===== src/rtl/text_ram_scheduler_if.sv =====
// Host-side character write handshake: one (column, row, code) transfer per
// cycle when wr_valid && wr_ready.
interface text_ram_scheduler_if #(
  parameter int CHAR_W = 8
);
  logic              wr_valid;
  logic              wr_ready;
  logic [6:0]        wr_col;
  logic [5:0]        wr_row;
  logic [CHAR_W-1:0] wr_char;

  modport master (output wr_valid, wr_col, wr_row, wr_char, input wr_ready);
  modport slave  (input wr_valid, wr_col, wr_row, wr_char, output wr_ready);
endinterface


===== src/rtl/text_ram_scheduler.sv =====
// Character framebuffer write scheduler: buffers host writes and commits them
// (or a full-screen clear) to the character RAM only during display blanking.
module text_ram_scheduler #(
  parameter int                COLS       = 80,
  parameter int                ROWS       = 60,
  parameter int                ADDR_W     = 13,
  parameter int                CHAR_W     = 8,
  parameter int                FIFO_DEPTH = 4,
  parameter logic [CHAR_W-1:0] FILL_CHAR  = 8'h20
) (
  input  logic                  clk,
  input  logic                  rst,
  input  logic                  in_display,
  text_ram_scheduler_if.slave   wr,
  input  logic                  clr_req,
  output logic                  busy,
  output logic                  bad_coord,
  output logic                  ram_we,
  output logic [ADDR_W-1:0]     ram_waddr,
  output logic [CHAR_W-1:0]     ram_wdata
);
  localparam int PTR_W = (FIFO_DEPTH > 1) ? $clog2(FIFO_DEPTH) : 1;
  localparam int CNT_W = PTR_W + 1;
  localparam logic [ADDR_W-1:0] CELLS   = ADDR_W'(COLS * ROWS);
  localparam logic [CNT_W-1:0]  DEPTH_C = CNT_W'(FIFO_DEPTH);

  typedef enum logic [0:0] {ST_IDLE, ST_CLEAR} state_t;

  state_t              state_reg, state_next;
  logic                stage_valid_reg;
  logic [ADDR_W-1:0]   stage_addr_reg;
  logic [CHAR_W-1:0]   stage_char_reg;
  logic [ADDR_W-1:0]   fifo_addr_mem [FIFO_DEPTH];
  logic [CHAR_W-1:0]   fifo_char_mem [FIFO_DEPTH];
  logic [PTR_W-1:0]    wr_ptr_reg, rd_ptr_reg;
  logic [CNT_W-1:0]    count_reg;
  logic [ADDR_W-1:0]   clr_cnt_reg;
  logic                busy_reg, bad_coord_reg;
  logic                ram_we_reg;
  logic [ADDR_W-1:0]   ram_waddr_reg;
  logic [CHAR_W-1:0]   ram_wdata_reg;

  logic                in_range, xfer, push, pop, gate;
  logic                clr_start, clr_wr, clr_done;
  logic [CNT_W-1:0]    occupancy;
  logic [ADDR_W-1:0]   wr_addr;

  assign in_range  = (32'(wr.wr_col) < COLS) && (32'(wr.wr_row) < ROWS);
  assign wr_addr   = ADDR_W'(wr.wr_row) * ADDR_W'(COLS) + ADDR_W'(wr.wr_col);
  // The address stage counts against capacity so it can always drain into the FIFO.
  assign occupancy = count_reg + CNT_W'(stage_valid_reg);
  assign wr.wr_ready = !rst && !busy_reg && (occupancy < DEPTH_C);
  assign xfer      = wr.wr_valid && wr.wr_ready;
  assign push      = stage_valid_reg;
  assign gate      = !in_display;

  always_comb begin
    state_next = state_reg;
    pop        = 1'b0;
    clr_start  = 1'b0;
    clr_wr     = 1'b0;
    clr_done   = 1'b0;
    case (state_reg)
      ST_IDLE: begin
        if (count_reg != '0 && gate) begin
          pop = 1'b1;
        end else if (count_reg == '0 && !stage_valid_reg && busy_reg) begin
          state_next = ST_CLEAR;
          clr_start  = 1'b1;
        end
      end
      ST_CLEAR: begin
        // Counter reaches CELLS one cycle after the last fill write, so busy drops then.
        if (clr_cnt_reg == CELLS) begin
          state_next = ST_IDLE;
          clr_done   = 1'b1;
        end else if (gate) begin
          clr_wr = 1'b1;
        end
      end
      default: state_next = ST_IDLE;
    endcase
  end

  // Entry storage carries no reset so it can map onto distributed/block RAM.
  always_ff @(posedge clk) begin
    if (push) begin
      fifo_addr_mem[wr_ptr_reg] <= stage_addr_reg;
      fifo_char_mem[wr_ptr_reg] <= stage_char_reg;
    end
  end

  always_ff @(posedge clk) begin
    if (rst) begin
      state_reg       <= ST_IDLE;
      stage_valid_reg <= 1'b0;
      stage_addr_reg  <= '0;
      stage_char_reg  <= '0;
      wr_ptr_reg      <= '0;
      rd_ptr_reg      <= '0;
      count_reg       <= '0;
      clr_cnt_reg     <= '0;
      busy_reg        <= 1'b0;
      bad_coord_reg   <= 1'b0;
      ram_we_reg      <= 1'b0;
      ram_waddr_reg   <= '0;
      ram_wdata_reg   <= '0;
    end else begin
      state_reg       <= state_next;
      stage_valid_reg <= xfer && in_range;
      if (xfer) begin
        stage_addr_reg <= wr_addr;
        stage_char_reg <= wr.wr_char;
      end
      if (xfer && !in_range) bad_coord_reg <= 1'b1;
      if (push) wr_ptr_reg <= wr_ptr_reg + 1'b1;
      if (pop)  rd_ptr_reg <= rd_ptr_reg + 1'b1;
      count_reg <= count_reg + CNT_W'(push) - CNT_W'(pop);

      if (clr_req && !busy_reg) busy_reg <= 1'b1;
      else if (clr_done)        busy_reg <= 1'b0;

      if (clr_start)   clr_cnt_reg <= '0;
      else if (clr_wr) clr_cnt_reg <= clr_cnt_reg + 1'b1;

      ram_we_reg <= pop || clr_wr;
      if (pop) begin
        ram_waddr_reg <= fifo_addr_mem[rd_ptr_reg];
        ram_wdata_reg <= fifo_char_mem[rd_ptr_reg];
      end else if (clr_wr) begin
        ram_waddr_reg <= clr_cnt_reg;
        ram_wdata_reg <= FILL_CHAR;
      end
    end
  end

  assign busy      = busy_reg;
  assign bad_coord = bad_coord_reg;
  assign ram_we    = ram_we_reg;
  assign ram_waddr = ram_waddr_reg;
  assign ram_wdata = ram_wdata_reg;
endmodule


===== src/flat_wrapper.sv =====
// flat-port wrapper written by rule: the top's interface ports become plain ports
module text_ram_scheduler_flat 
#(
  parameter int                COLS       = 80,
  parameter int                ROWS       = 60,
  parameter int                ADDR_W     = 13,
  parameter int                CHAR_W     = 8,
  parameter int                FIFO_DEPTH = 4,
  parameter logic [CHAR_W-1:0] FILL_CHAR  = 8'h20
)
  (clk, rst, in_display, clr_req, busy, bad_coord, ram_we, ram_waddr, ram_wdata, wr_wr_valid, wr_wr_col, wr_wr_row, wr_wr_char, wr_wr_ready);
  text_ram_scheduler_if #(.CHAR_W(CHAR_W)) wr_i ();
  input  logic clk;
  input  logic rst;
  input  logic in_display;
  input  logic clr_req;
  output logic busy;
  output logic bad_coord;
  output logic ram_we;
  output logic [ADDR_W-1:0] ram_waddr;
  output logic [CHAR_W-1:0] ram_wdata;
  input wire logic [$bits(wr_i.wr_valid)-1:0] wr_wr_valid;
  input wire logic [$bits(wr_i.wr_col)-1:0] wr_wr_col;
  input wire logic [$bits(wr_i.wr_row)-1:0] wr_wr_row;
  input wire logic [$bits(wr_i.wr_char)-1:0] wr_wr_char;
  output wire logic [$bits(wr_i.wr_ready)-1:0] wr_wr_ready;
  assign wr_i.wr_valid = wr_wr_valid;
  assign wr_i.wr_col = wr_wr_col;
  assign wr_i.wr_row = wr_wr_row;
  assign wr_i.wr_char = wr_wr_char;
  assign wr_wr_ready = wr_i.wr_ready;
  text_ram_scheduler #(.COLS(COLS), .ROWS(ROWS), .ADDR_W(ADDR_W), .CHAR_W(CHAR_W), .FIFO_DEPTH(FIFO_DEPTH), .FILL_CHAR(FILL_CHAR)) u_core (.clk(clk), .rst(rst), .in_display(in_display), .wr(wr_i), .clr_req(clr_req), .busy(busy), .bad_coord(bad_coord), .ram_we(ram_we), .ram_waddr(ram_waddr), .ram_wdata(ram_wdata));
endmodule

===== config.mk =====
export PLATFORM = sky130hd
export DESIGN_NAME = text_ram_scheduler_flat
export DESIGN_NICKNAME = d
export VERILOG_FILES = /design/src/rtl/text_ram_scheduler_if.sv /design/src/rtl/text_ram_scheduler.sv /design/src/flat_wrapper.sv
export SDC_FILE = /design/constraint.sdc
export NUM_CORES = 1
export LEC_CHECK = 0
export CAP_MARGIN = 20
export CELL_PAD_IN_SITES_DETAIL_PLACEMENT = 1
export CELL_PAD_IN_SITES_GLOBAL_PLACEMENT = 2
export CORE_ASPECT_RATIO = 1.4
export CORE_UTILIZATION = 43
export CTS_BUF_LIST = sky130_fd_sc_hd__clkbuf_4 sky130_fd_sc_hd__clkbuf_8 sky130_fd_sc_hd__clkbuf_16
export CTS_CLUSTER_SIZE = 30
export DETAILED_ROUTE_END_ITERATION = 12
export GPL_TIMING_DRIVEN = 0
export MAX_ROUTING_LAYER = met4
export PLACE_DENSITY = 0.93
export SYNTH_ARGS = -nofsm -noshare
export SYNTH_HDL_FRONTEND = slang
export SYNTH_SLANG_ARGS = --single-unit

===== constraint.sdc =====
create_clock -name clk -period 3.55 [get_ports clk]
set_clock_uncertainty 0.1 [all_clocks]
set_input_delay 0.71 -clock clk [delete_from_list [all_inputs] [get_ports clk]]
set_output_delay 0.71 -clock clk [all_outputs]
set_load 0.02 [all_outputs]

==> metrics.yaml <==
logic_synthesis:
  ys_seq_area_share_pct: 62.73
  syn-instance-count: 477
  ys_seq_elements: 153
  synth_nets: 526
  yosysUniqueCellTypes: 45
  synth_top_family_by_area: "simple AND/OR/NAND/NOR gates"
  synthTopCellsByArea: "edfxtp_1, dfxtp_1, mux4_2"
  synth_xor_xnor_area_share_pct: 3.378
  synth_top_cell_area_share_pct: 40.53
  synth_compound_area_share_pct: 6.856
  synth-edff-count: 84
  avgSynthCellArea_um2: 13.05
  async_reset_ff_share_pct: 0
  ys_warn_count: 0
  syn_area_mm2: 0.006223
  yosysTopAreaCell: "edfxtp_1"
  synth_mux_area_share_pct: 7.760
  ys.flop_type: "edfxtp_1"
  synth_adder_area_share_pct: 4.865
  synthSimpleGateAreaFrac_pct: 11.94
clock_tree:
  clkTransAtPathRegs_ns: 0.07
  cts_tree: "yes"
  post_cts_buffers: 0
  cts-resized-gates: 0
  cts_max_path_buffers: 2
  numCtsBuffers: 17
  cts_hold_buf: 0
  cts_sinks: 153
  clkLatencyLatePin_ns: 0.43
  root_buffer: "clkbuf_16"
  htreeDepth: 4
grt:
  grt_pass1_wl_um: 22760
  grt_pass1_vias: 4348
  grt_usage_pct: 21.00
  antenna_found_initial: 0
  grt-ovfl-total: 0
  grt_max_degree: 22
timing:
  slew_violations: 0
  relSlewSlack_pct: 30.13
  hold_violations: 0
  rsz0062_at_grt: "false"
  period_minus_slack_ns: 3.308
  timing.final.crit_share_pct: 93.19
  max_freq_mhz: 302.3
  worst_pin_slew_ns: 1.048
  fin_setup_tns_ns: 0
  finalSetupViolations: 0
power_and_ir_drop:
  p_sw_w: 0.001636
  clkPwrFrac_pct: 34.4
  p_per_area_mw_per_mm2: 684.9
  leakage_nw: 2.617
  p_seq_share_pct: 42.1
  p_int_w: 0.003563
  combPwrFrac_pct: 23.6
  swShare_pct: 31.46
  peakVddDrop_v: 0.0003716
run_status:
  outcome: "completed"
routing:
  drt_wl_total_um: 14260
  detail-route-antenna-nets: 0
  wire_per_inst_um: 19.14
  drt_first_pass_iters: 4
  dr.first_iter.drc_count: 212
  drc_errors: 0
  avgViaCountPerCell: 5.272
  vias: 3928
place:
  port_buffers: 50
  dp_cells: 712
  dp_hpwl_um: 10550
  gp_congestion: 0.7757
setup_path:
  timing.rr.start: "u_core.push$_SDFF_PP0_"
  cp.required_ns: 2.74
  critPathKind: "reg2out"
  crit_start: "u_core.push$_SDFF_PP0_"
  cp_slowest_cell: "clkdlybuf4s50_1"
  cp-start-kind: "flop"
  cp_max_fo: 8
  crit_arrival_ns: 2.50
  crit_top_cell: "ha_1"
  endpoint_kind: "output pin"
  max_stage_delay_ns: 0.69
  critical_path.cell_chain: "ha_1, ha_1, xor2_1, nor3_1, clkdlybuf4s50_1"
final_layout:
  nets: 596
  diodes: 0
  drive_gt1_share_pct: 14.11
  syn_to_final_growth_pct: 21.95
  largest_register_ffs: 52
  final_cell_mix: "edfxtp_1, nand2_1, dfxtp_1"
  final_common_cell: "edfxtp_1"
  regMostFlops: "u_core.fifo_addr_mem"
  layout.cells.non_filler: 745
  reg_top3: "u_core.fifo_addr_mem (52), u_core.fifo_char_mem (32)"
floorplanning:
  core_area_mm2: 0.01404
  die_h_um: 144.3
  placementRows: 51
  dieArea_mm2: 0.01497
  ios: 51
  initial_utilization_pct: 44.33
  die_w_um: 103.7
worst_hold_path:
  min_from: "u_core.ram_wdata[3]$_SDFFE_PP0P_"
  hold_path_class: "reg2reg"
run:
  cap_violations: 0
[power groups by stage]
stage          clock network, W  logic, W  registers (W)
2_1_floorplan                 0  0.000694        0.00229
3_3_place_gp                  0   0.00118        0.00220
3_5_place_dp                  0   0.00123        0.00223
4_1_cts                 0.00181   0.00124        0.00219
5_1_grt                 0.00187   0.00133        0.00221
6_report                0.00179   0.00122        0.00219
[area by class of cell]
type / instances / area [µm²]
Multi-Input combinational cell: 289 / 2166
Timing Repair Buffer: 51 / 525.5
Fill cell: 1446 / 6449
Tap cell: 185 / 231.5
Clock buffer: 17 / 425.4
Clock inverter: 15 / 183.9
Sequential cell: 153 / 3904
Inverter: 12 / 45.04
Buffer: 23 / 108.9
[per-stage QoR]
stage               cell area (µm²)  utilization (%)  worst slack, ns  power [W]  hold slack, ns
finish                         7590            54.06           0.2419   0.005199          0.3776
global route                   7590            54.06          0.08793   0.005416          0.4037
CTS                            7565            53.89           0.1950   0.005247          0.3808
detailed placement             6955            49.55           0.1865   0.003457          0.3702
global placement               6955            49.55           0.1942   0.003385          0.3601
floorplan                      6223                -           0.8670   0.002986          0.3592
[path summary, 6_finish.rpt]
| check | cells past startpoint | endpoint | slack, ns |
|---|---|---|---|
| max | 5 | wr_wr_ready | 0.24 |
| min | 2 | u_core.ram_wdata[3]$_SDFFE_PP0P_ | 0.38 |
| min reg2reg | 2 | u_core.ram_wdata[3]$_SDFFE_PP0P_ | 0.38 |
| max reg2reg | 8 | u_core.stage_char_reg[6]$_SDFFE_PP0P_ | 1.08 |
[layer usage]
metal | global-route usage [%] | vias to the layer above | share of wire [%]
met2 | 40.02 | 82 | 55
met5 | - | - | 0
met1 | 20.60 | 1950 | 39
li1 | - | 1866 | -
met3 | 3.785 | 30 | 2.6
met4 | 10.23 | 0 | 3.1
[cells by family after synthesis]
kind of cell | after synthesis
xor gates and xnor gates | 24
AOI/OAI and AO/OA | 59
buffers and inverters | 35
adders and majority gates | 23
muxes | 22
and+or+nand+nor | 161
DFF | 153
[Yosys cell counts (2+ instances only)]
cell,n
and3_1,4
and2_1,6
xnor2_1,13
nand3_1,10
nand4_1,3
inv_1,11
mux4_2,21
and3_2,2
dfxtp_1,69
o21ai_0,4
xor2_1,11
a211oi_1,5
a311oi_1,6
ha_1,21
a21oi_1,32
nor3_1,6
or3_1,2
edfxtp_1,84
a311oi_2,6
clkbuf_1,11
buf_2,9
a21o_1,2
fa_1,2
nand3_2,2
nand2_1,71
nor2_1,45
[critical path, delay by kind of cell (launching register included)]
family,cells,cell delay (ns)
buffers and inverters,1,0.69
adder cells (fa/ha/maj),2,0.45
flip-flops,1,0.41
AND/OR/NAND/NOR,1,0.35
XOR/XNOR,1,0.18
Power figures use the tool's default switching activity.
